--- src/rtl/add_unit.sv ---
`default_nettype none
// ============================================================================
// Module      : add_unit
// Description : Element-wise matrix adder, out = A + B over an m x n active
//               region of MAX_DIM x MAX_DIM flat row-major buses. Elements
//               are unsigned, the sum wraps modulo 2^ELEM_WIDTH.
//               Elements outside the active region read as zero. Illegal
//               dimensions (0 or > MAX_DIM) force a zero result and valid=0.
// Ports       : clk         in  system clock (used only with output register)
//               reset       in  asynchronous active-high reset
//               m, n        in  active row / column count
//               matrixA_in  in  operand A, element (r,c) at (r*MAX_DIM+c)*EW
//               matrixB_in  in  operand B, same layout
//               matrix_out  out result, same layout
//               valid       out 1 = dimensions legal, result meaningful
// Options     : ADDUNIT_OUTREG_EN - when defined, matrix_out/valid are
//               registered on posedge clk (1-cycle latency). When undefined
//               the block is combinational and reset gates the outputs.
// Revision    : 1.0 - initial release
// ============================================================================
module add_unit #(
    parameter int MAX_DIM    = 5,
    parameter int ELEM_WIDTH = 8,
    parameter int DIM_WIDTH  = 3
) (
    input  logic                                    clk,
    input  logic                                    reset,
    input  logic [DIM_WIDTH-1:0]                    m,
    input  logic [DIM_WIDTH-1:0]                    n,
    input  logic [MAX_DIM*MAX_DIM*ELEM_WIDTH-1:0]   matrixA_in,
    input  logic [MAX_DIM*MAX_DIM*ELEM_WIDTH-1:0]   matrixB_in,
    output logic [MAX_DIM*MAX_DIM*ELEM_WIDTH-1:0]   matrix_out,
    output logic                                    valid
);

    localparam int                 c_bus_width = MAX_DIM*MAX_DIM*ELEM_WIDTH;
    // One extra bit so MAX_DIM itself is representable even when it equals
    // 2^DIM_WIDTH; m/n are zero-extended to this width before comparing.
    localparam logic [DIM_WIDTH:0] c_max_dim   = (DIM_WIDTH+1)'(MAX_DIM);

    logic [DIM_WIDTH:0]   w_m_ext;
    logic [DIM_WIDTH:0]   w_n_ext;
    logic                 w_legal;
    logic [c_bus_width-1:0] w_result;

    assign w_m_ext = {1'b0, m};
    assign w_n_ext = {1'b0, n};
    assign w_legal = (w_m_ext != '0) && (w_m_ext <= c_max_dim) &&
                     (w_n_ext != '0) && (w_n_ext <= c_max_dim);

    // Row stride is always MAX_DIM, so element placement never depends on n.
    for (genvar r = 0; r < MAX_DIM; r++) begin : g_row
        localparam logic [DIM_WIDTH:0] c_row = (DIM_WIDTH+1)'(r);
        for (genvar c = 0; c < MAX_DIM; c++) begin : g_col
            localparam logic [DIM_WIDTH:0] c_col = (DIM_WIDTH+1)'(c);
            localparam int                 c_lsb = (r*MAX_DIM + c)*ELEM_WIDTH;

            logic [ELEM_WIDTH-1:0] w_sum;
            logic                  w_active;

            // Carry out of the element width is intentionally dropped.
            assign w_sum    = matrixA_in[c_lsb +: ELEM_WIDTH] +
                              matrixB_in[c_lsb +: ELEM_WIDTH];
            assign w_active = w_legal && (c_row < w_m_ext) && (c_col < w_n_ext);
            assign w_result[c_lsb +: ELEM_WIDTH] = w_active ? w_sum : '0;
        end
    end

`ifdef ADDUNIT_OUTREG_EN
    logic [c_bus_width-1:0] r_matrix_out;
    logic                   r_valid;

    // Loads every cycle; no enable or stall path.
    always_ff @(posedge clk or posedge reset) begin
        if (reset) begin
            r_matrix_out <= '0;
            r_valid      <= 1'b0;
        end else begin
            r_matrix_out <= w_result;
            r_valid      <= w_legal;
        end
    end

    assign matrix_out = r_matrix_out;
    assign valid      = r_valid;
`else
    // clk has no role in the combinational build.
    logic w_unused_clk;
    assign w_unused_clk = clk;

    // Reset forces the outputs low without any storage.
    assign matrix_out = reset ? '0   : w_result;
    assign valid      = reset ? 1'b0 : w_legal;
`endif

endmodule
`default_nettype wire

--- config.mk ---
export PLATFORM = sky130hd
export DESIGN_NAME = add_unit
export DESIGN_NICKNAME = d
export VERILOG_FILES = /design/src/rtl/add_unit.sv
export SDC_FILE = /design/constraint.sdc
export NUM_CORES = 1
export LEC_CHECK = 0
export ABC_CLOCK_PERIOD_IN_PS = 2450
export CAP_MARGIN = 20
export CORE_AREA = 5 5 234 236
export DETAILED_ROUTE_END_ITERATION = 6
export DIE_AREA = 0 0 239 241
export PLACE_DENSITY = 0.46
export SYNTH_ARGS = -nofsm -noshare
export SYNTH_HDL_FRONTEND = slang
export SYNTH_SLANG_ARGS = --single-unit
--- constraint.sdc ---
create_clock -name vclk -period 2.45
set_input_delay 0.49 -clock vclk [all_inputs]
set_output_delay 0.49 -clock vclk [all_outputs]
set_load 0.05 [all_outputs]
==> results of run 1 <==
==> tightest hold or removal path: stages <==
cell	delay, ns
buf_6	0.07
ha_4	0.11
and2_4	0.13
buf_12	0.13
==> synth_stat cells (3+ instances only) <==
master	n	area (µm²)
a211o_1	35	306.5
a211oi_1	68	510.5
a21o_1	27	202.7
a21oi_1	13	65.06
a2bb2oi_1	16	140.1
a31oi_1	5	31.28
and2_1	20	125.1
and3_1	24	150.1
buf_4	5	37.54
clkbuf_1	5	18.77
fa_1	25	500.5
ha_1	175	2190
inv_1	73	274.0
mux2i_1	50	500.5
nand2_1	90	337.8
nand2b_1	19	118.9
nand3_1	14	70.07
nand3b_1	4	30.03
nor2_1	107	401.6
nor2b_1	50	312.8
nor3_1	60	300.3
nor3b_1	5	37.54
nor4_1	20	125.1
o211ai_1	21	157.7
o21a_1	45	337.8
o21ai_0	55	275.3
o21ai_1	3	15.01
o21bai_1	4	30.03
o22ai_1	22	137.6
o31a_1	24	210.2
o31ai_1	5	37.54
or2_2	47	294.0
or3_1	18	112.6
or4_1	17	127.6
xnor2_1	5	43.79
xor2_1	24	210.2
==> per-layer routing <==
metal | global-route usage (%) | vias to the layer above
met5 | 0 | -
met4 | 4.375 | 6
met3 | 5.177 | 74
met2 | 37.17 | 393
met1 | 21.92 | 6810
li1 | - | 6932
==> kinds of logic after synthesis <==
logic type / Yosys count / share of synthesized area (%)
AO/OA/AOI/OAI: 360 / 28.77
buffers and inverters: 87 / 3.904
XOR/XNOR: 30 / 3.093
multiplexers: 50 / 5.498
adder cells (fa/ha/maj): 200 / 29.55
AND/OR/NAND/NOR: 507 / 29.18
==> report_power, final <==
| part | total (W) | internal (W) | switching [W] | leakage (nW) |
|---|---|---|---|---|
| clock | 0.000000000493 | 0.000000000493 | 0 | 0.0000570 |
| sequential | 0 | 0 | 0 | 0 |
| combinational | 0.00580 | 0.00316 | 0.00264 | 11.7 |
| total | 0.00580 | 0.00316 | 0.00264 | 11.7 |
==> layout make-up <==
cell class | instances | area, µm²
fill | 4615 | 24230
tap | 688 | 860.8
multi-input combinational | 1147 | 14690
timing repair buffer | 1137 | 12150
inverter | 74 | 281.5
antenna | 9 | 22.52
==> timing repair <==
action / in CTS / in global routing
hold buffers: 0 / 0
endpoints found under the setup margin: 201 / 191
pin swaps: 386 / 323
gates resized for setup: 1428 / 448
buffers inserted: 137 / 53
==> worst max-delay path by stage <==
stage	slack, ns	start	depth (start not counted)	endpoint
after global placement	-0.75	m[2]	7	matrix_out[61]
after CTS	-0.27	m[1]	10	matrix_out[86]
after detailed placement	-0.84	n[2]	10	matrix_out[14]
final	-0.19	m[2]	8	matrix_out[117]
after floorplan	-0.41	matrixA_in[192]	6	matrix_out[198]
after global routing	-0.25	reset	8	matrix_out[85]
==> metrics by stage <==
stage | cells | hold WS [ns] | utilization (%) | setup slack, ns | TNS (ns)
finish | 3055 | 1.420 | 53.62 | -0.1858 | -5.210
floorplan | 1234 | 1.260 | - | -0.4082 | -4.727
detailed placement | 2892 | 1.838 | 42.25 | -0.8438 | -105.00
global placement | 2892 | 1.838 | 42.25 | -0.7479 | -99.99
CTS | 3012 | 1.421 | 50.82 | -0.2698 | -16.68
global route | 3051 | 1.436 | 53.60 | -0.2469 | -10.13
==> flow_metrics.tcl, run 1 <==
set metrics [dict create \
    cp-start-kind "primary input" \
    first_pass_iters 4 \
    drt_wl_total_um 61470 \
    num_io_pins 609 \
    setup_ws_ns -0.1858 \
    outcome "finished with violations" \
    report.power.total_w 0.005798 \
    final_area_mm2 0.02801 \
    grt_pass1_wl_um 89270 \
    worstHoldPathCells 4 \
    finalCriticalPeriod_ns 2.636 \
    maxCapViolations 0 \
    min-delay-path-class "in -> out" \
    m1WireLength_um 23240 \
    wl_per_cell_um 20.12 \
    post_drt_via_cell_ratio 4.653 \
    hpwl_um 50760 \
    ys_seq_area_share_pct 0 \
    top_layer_used "met5" \
    p_leak_nw 11.70 \
    die_w_um 239 \
    nets 2968 \
    ant_nets 0 \
    regArea_um2 0 \
    placedInstanceArea_mm2 0.02207 \
    antenna_found_initial 11 \
    hold_violations 0 \
    path_cells "buf_8 > buf_6 > xor2_4 > buf_12 > nand4_1 > or4_4 > nand2_4 > buf_12" \
    drc 0 \
    fmax_mhz 379.4 \
    core_area_mm2 0.05224 \
    initial_core_util_pct 17.43 \
    grt_use_total_pct 19.58 \
    synthesis.area_mm2 0.009102 \
    dr_wl_met3_um 4034 \
    vias 14220 \
    final_cell_mix "buf_4, buf_12, buf_6" \
    crit_fanout 5 \
    grt_start_max_net_pins 12 \
    relSlewSlack_pct 65.00 \
    slowest_stage "or4_4" \
    worstSetupEndpointType "output pin" \
    rsz0062_at_grt "yes" \
    worst_ir_drop_vdd_uv 97.54 \
    violations "setup timing" \
    dieArea_mm2 0.05760 \
    powerDensity_mw_per_mm2 207.0 \
    drive_gt1_share_pct 70.10 \
    arrival_ns 2.15 \
    synth.distinct_cells 63 \
    die_y_um 241 \
    first_iter_violations 346 \
    post-route-period-util_pct 107.6 \
    n_clock_buffer 0 \
    setup_viol 79 \
    cp_common_cell "buf_12" \
    slew_viol_final 0 \
    seq_cells 0 \
    required_ns 1.96 \
    grt-ovfl-total 0 \
    area_delta_synth_final_pct 207.7 \
    gp_congestion 0.9339 \
    tightest_slew_ns 0.5218 \
    syn-instance-count 1234 \
    rows 84 \
    worstSetupPathType "in -> out" \
    io_buffer_count 608 \
    grt_pass1_vias 15450 \
    layout_commonest_cell "buf_4" \
    slowest_delay_ns 0.61 \
    syn_nets 1842 \
    crit_buf_inv 4 \
    crit_family "simple AND/OR/NAND/NOR gates" \
    holdPathEnd "matrix_out[88]" \
    yosys_warnings 0 \
    avgSynthCellArea_um2 7.376 \
    wl_met2_um 32580 \
    worstHoldStart "matrixB_in[88]" \
]
Power figures use the tool's default switching activity.
==> inputs of run 2 (changes only) <==
CORE_AREA = 2 2 238 240   (was 5 5 234 236)
DIE_AREA = 0 0 240 242   (was 0 0 239 241)
PLACE_DENSITY = 0.44   (was 0.46)
SKIP_LAST_GASP = 1   (was default)
==> flow_metrics.tcl, run 2 (same netlist as run 1, synthesis figures left out) <==
set metrics [dict create \
    p_leak_nw 11.58 \
    worstHoldPathCells 4 \
    tightest_slew_ns 0.5386 \
    gp_congestion 0.9051 \
    report.power.total_w 0.005795 \
    first_pass_iters 4 \
    arrival_ns 2.19 \
    grt-ovfl-total 0 \
    grt_util_met2_pct 38.29 \
    initial_core_util_pct 16.33 \
    violations "setup timing" \
    fmax_mhz 372.6 \
    final_cell_mix "buf_4, buf_12, buf_6" \
    fin_cells 3126 \
    post-route-period-util_pct 109.5 \
    crit_fanout 8 \
    grt_start_max_net_pins 12 \
    slew_viol_final 0 \
    utilization_pct 49.90 \
    die_y_um 242 \
    relSlewSlack_pct 63.76 \
    outcome "finished with violations" \
    gr-usage-met3_pct 4.558 \
    fillCellCount 5112 \
    num_io_pins 609 \
    hold_violations 0 \
    endpoint "matrix_out[46]" \
    wl_per_cell_um 19.69 \
    worstSetupEndpointType "output pin" \
    rsz0062_at_grt "yes" \
    seq_cells 0 \
    grt_pass1_wl_um 90140 \
    nets 2970 \
    vias 14230 \
    io_buffer_count 608 \
    regArea_um2 0 \
    crit_start "m[2]" \
    worstHoldStart "matrixB_in[184]" \
    grt_busiest_layer "met2" \
    n_clock_buffer 0 \
    core_area_mm2 0.05573 \
    layout_commonest_cell "buf_4" \
    maxCapViolations 0 \
    post_drt_via_cell_ratio 4.552 \
    grtUsageMet1_pct 21.72 \
    area_delta_synth_final_pct 205.6 \
    drc 0 \
    finalCriticalPeriod_ns 2.684 \
    drive_gt1_share_pct 69.24 \
    setup_viol 98 \
    grt_use_total_pct 20.01 \
    grt_pass1_vias 15370 \
    cp-start-kind "primary input" \
    required_ns 1.96 \
    worstSetupPathType "in -> out" \
    drt_wl_total_um 61540 \
    worst_ir_drop_vdd_uv 93.22 \
    setup_ws_ns -0.2337 \
    hpwl_um 50630 \
    dieArea_mm2 0.05808 \
    antenna_found_initial 20 \
    numPlacedInstances 2951 \
    ant_nets 0 \
    rows 87 \
    powerDensity_mw_per_mm2 208.3 \
    first_iter_violations 278 \
    die_w_um 240 \
    min-delay-path-class "in -> out" \
]
run 2: repair_timing:
item / CTS / global route
pin swaps: 390 / 240
endpoints found under the setup margin: 201 / 171
gates resized for setup: 1463 / 305
cloned: 4 / 1
hold buffers: 0 / 0
buffers inserted: 130 / 63
run 2: report_power, final:
group            internal (W)  switching, W
Sequential                  0             0
Clock          0.000000000532             0
Combinational         0.00316       0.00264
Total                 0.00316       0.00264
run 2: critical path, stage by stage:
cell,delay (ns)
buf_8,0.10
buf_6,0.12
buf_12,0.13
buf_4,0.15
xnor2_4,0.20
buf_6,0.17
nor4_4,0.27
buf_6,0.16
nand2_2,0.07
mux2i_4,0.16
buf_12,0.16
run 2: routing by layer:
layer,vias to the layer above,wire [µm]
li1,6929,-
met1,6773,22970
met2,413,32650
met3,98,3960
met4,16,1857
met5,-,105
run 2: how the worst min path moves through the flow:
stage	end	slack [ns]
final	matrix_out[184]	1.43
after global routing	matrix_out[120]	1.44
after CTS	matrix_out[8]	1.42
after detailed placement	matrix_out[72]	1.85
after global placement	matrix_out[112]	1.85
after floorplan	matrix_out[71]	1.26
run 2: final cells by class:
type	count	area, µm²	area share [%]
multi-input combinational	1147	14410	51.79
timing repair buffer	1139	12160	43.70
tap	756	945.9	3.401
inverter	74	281.5	1.012
antenna	10	25.02	0.08997
run 2: metrics by stage:
step | TNS, ns | instance area, µm² | hold WS [ns] | worst slack [ns]
6_report | -9.686 | 27810 | 1.430 | -0.2337
2_1_floorplan | -4.727 | 10610 | 1.260 | -0.4082
4_1_cts | -13.56 | 26610 | 1.422 | -0.2549
3_3_place_gp | -107.33 | 22220 | 1.847 | -0.8091
5_1_grt | -16.38 | 27810 | 1.440 | -0.2864
3_5_place_dp | -106.05 | 22220 | 1.851 | -0.7888
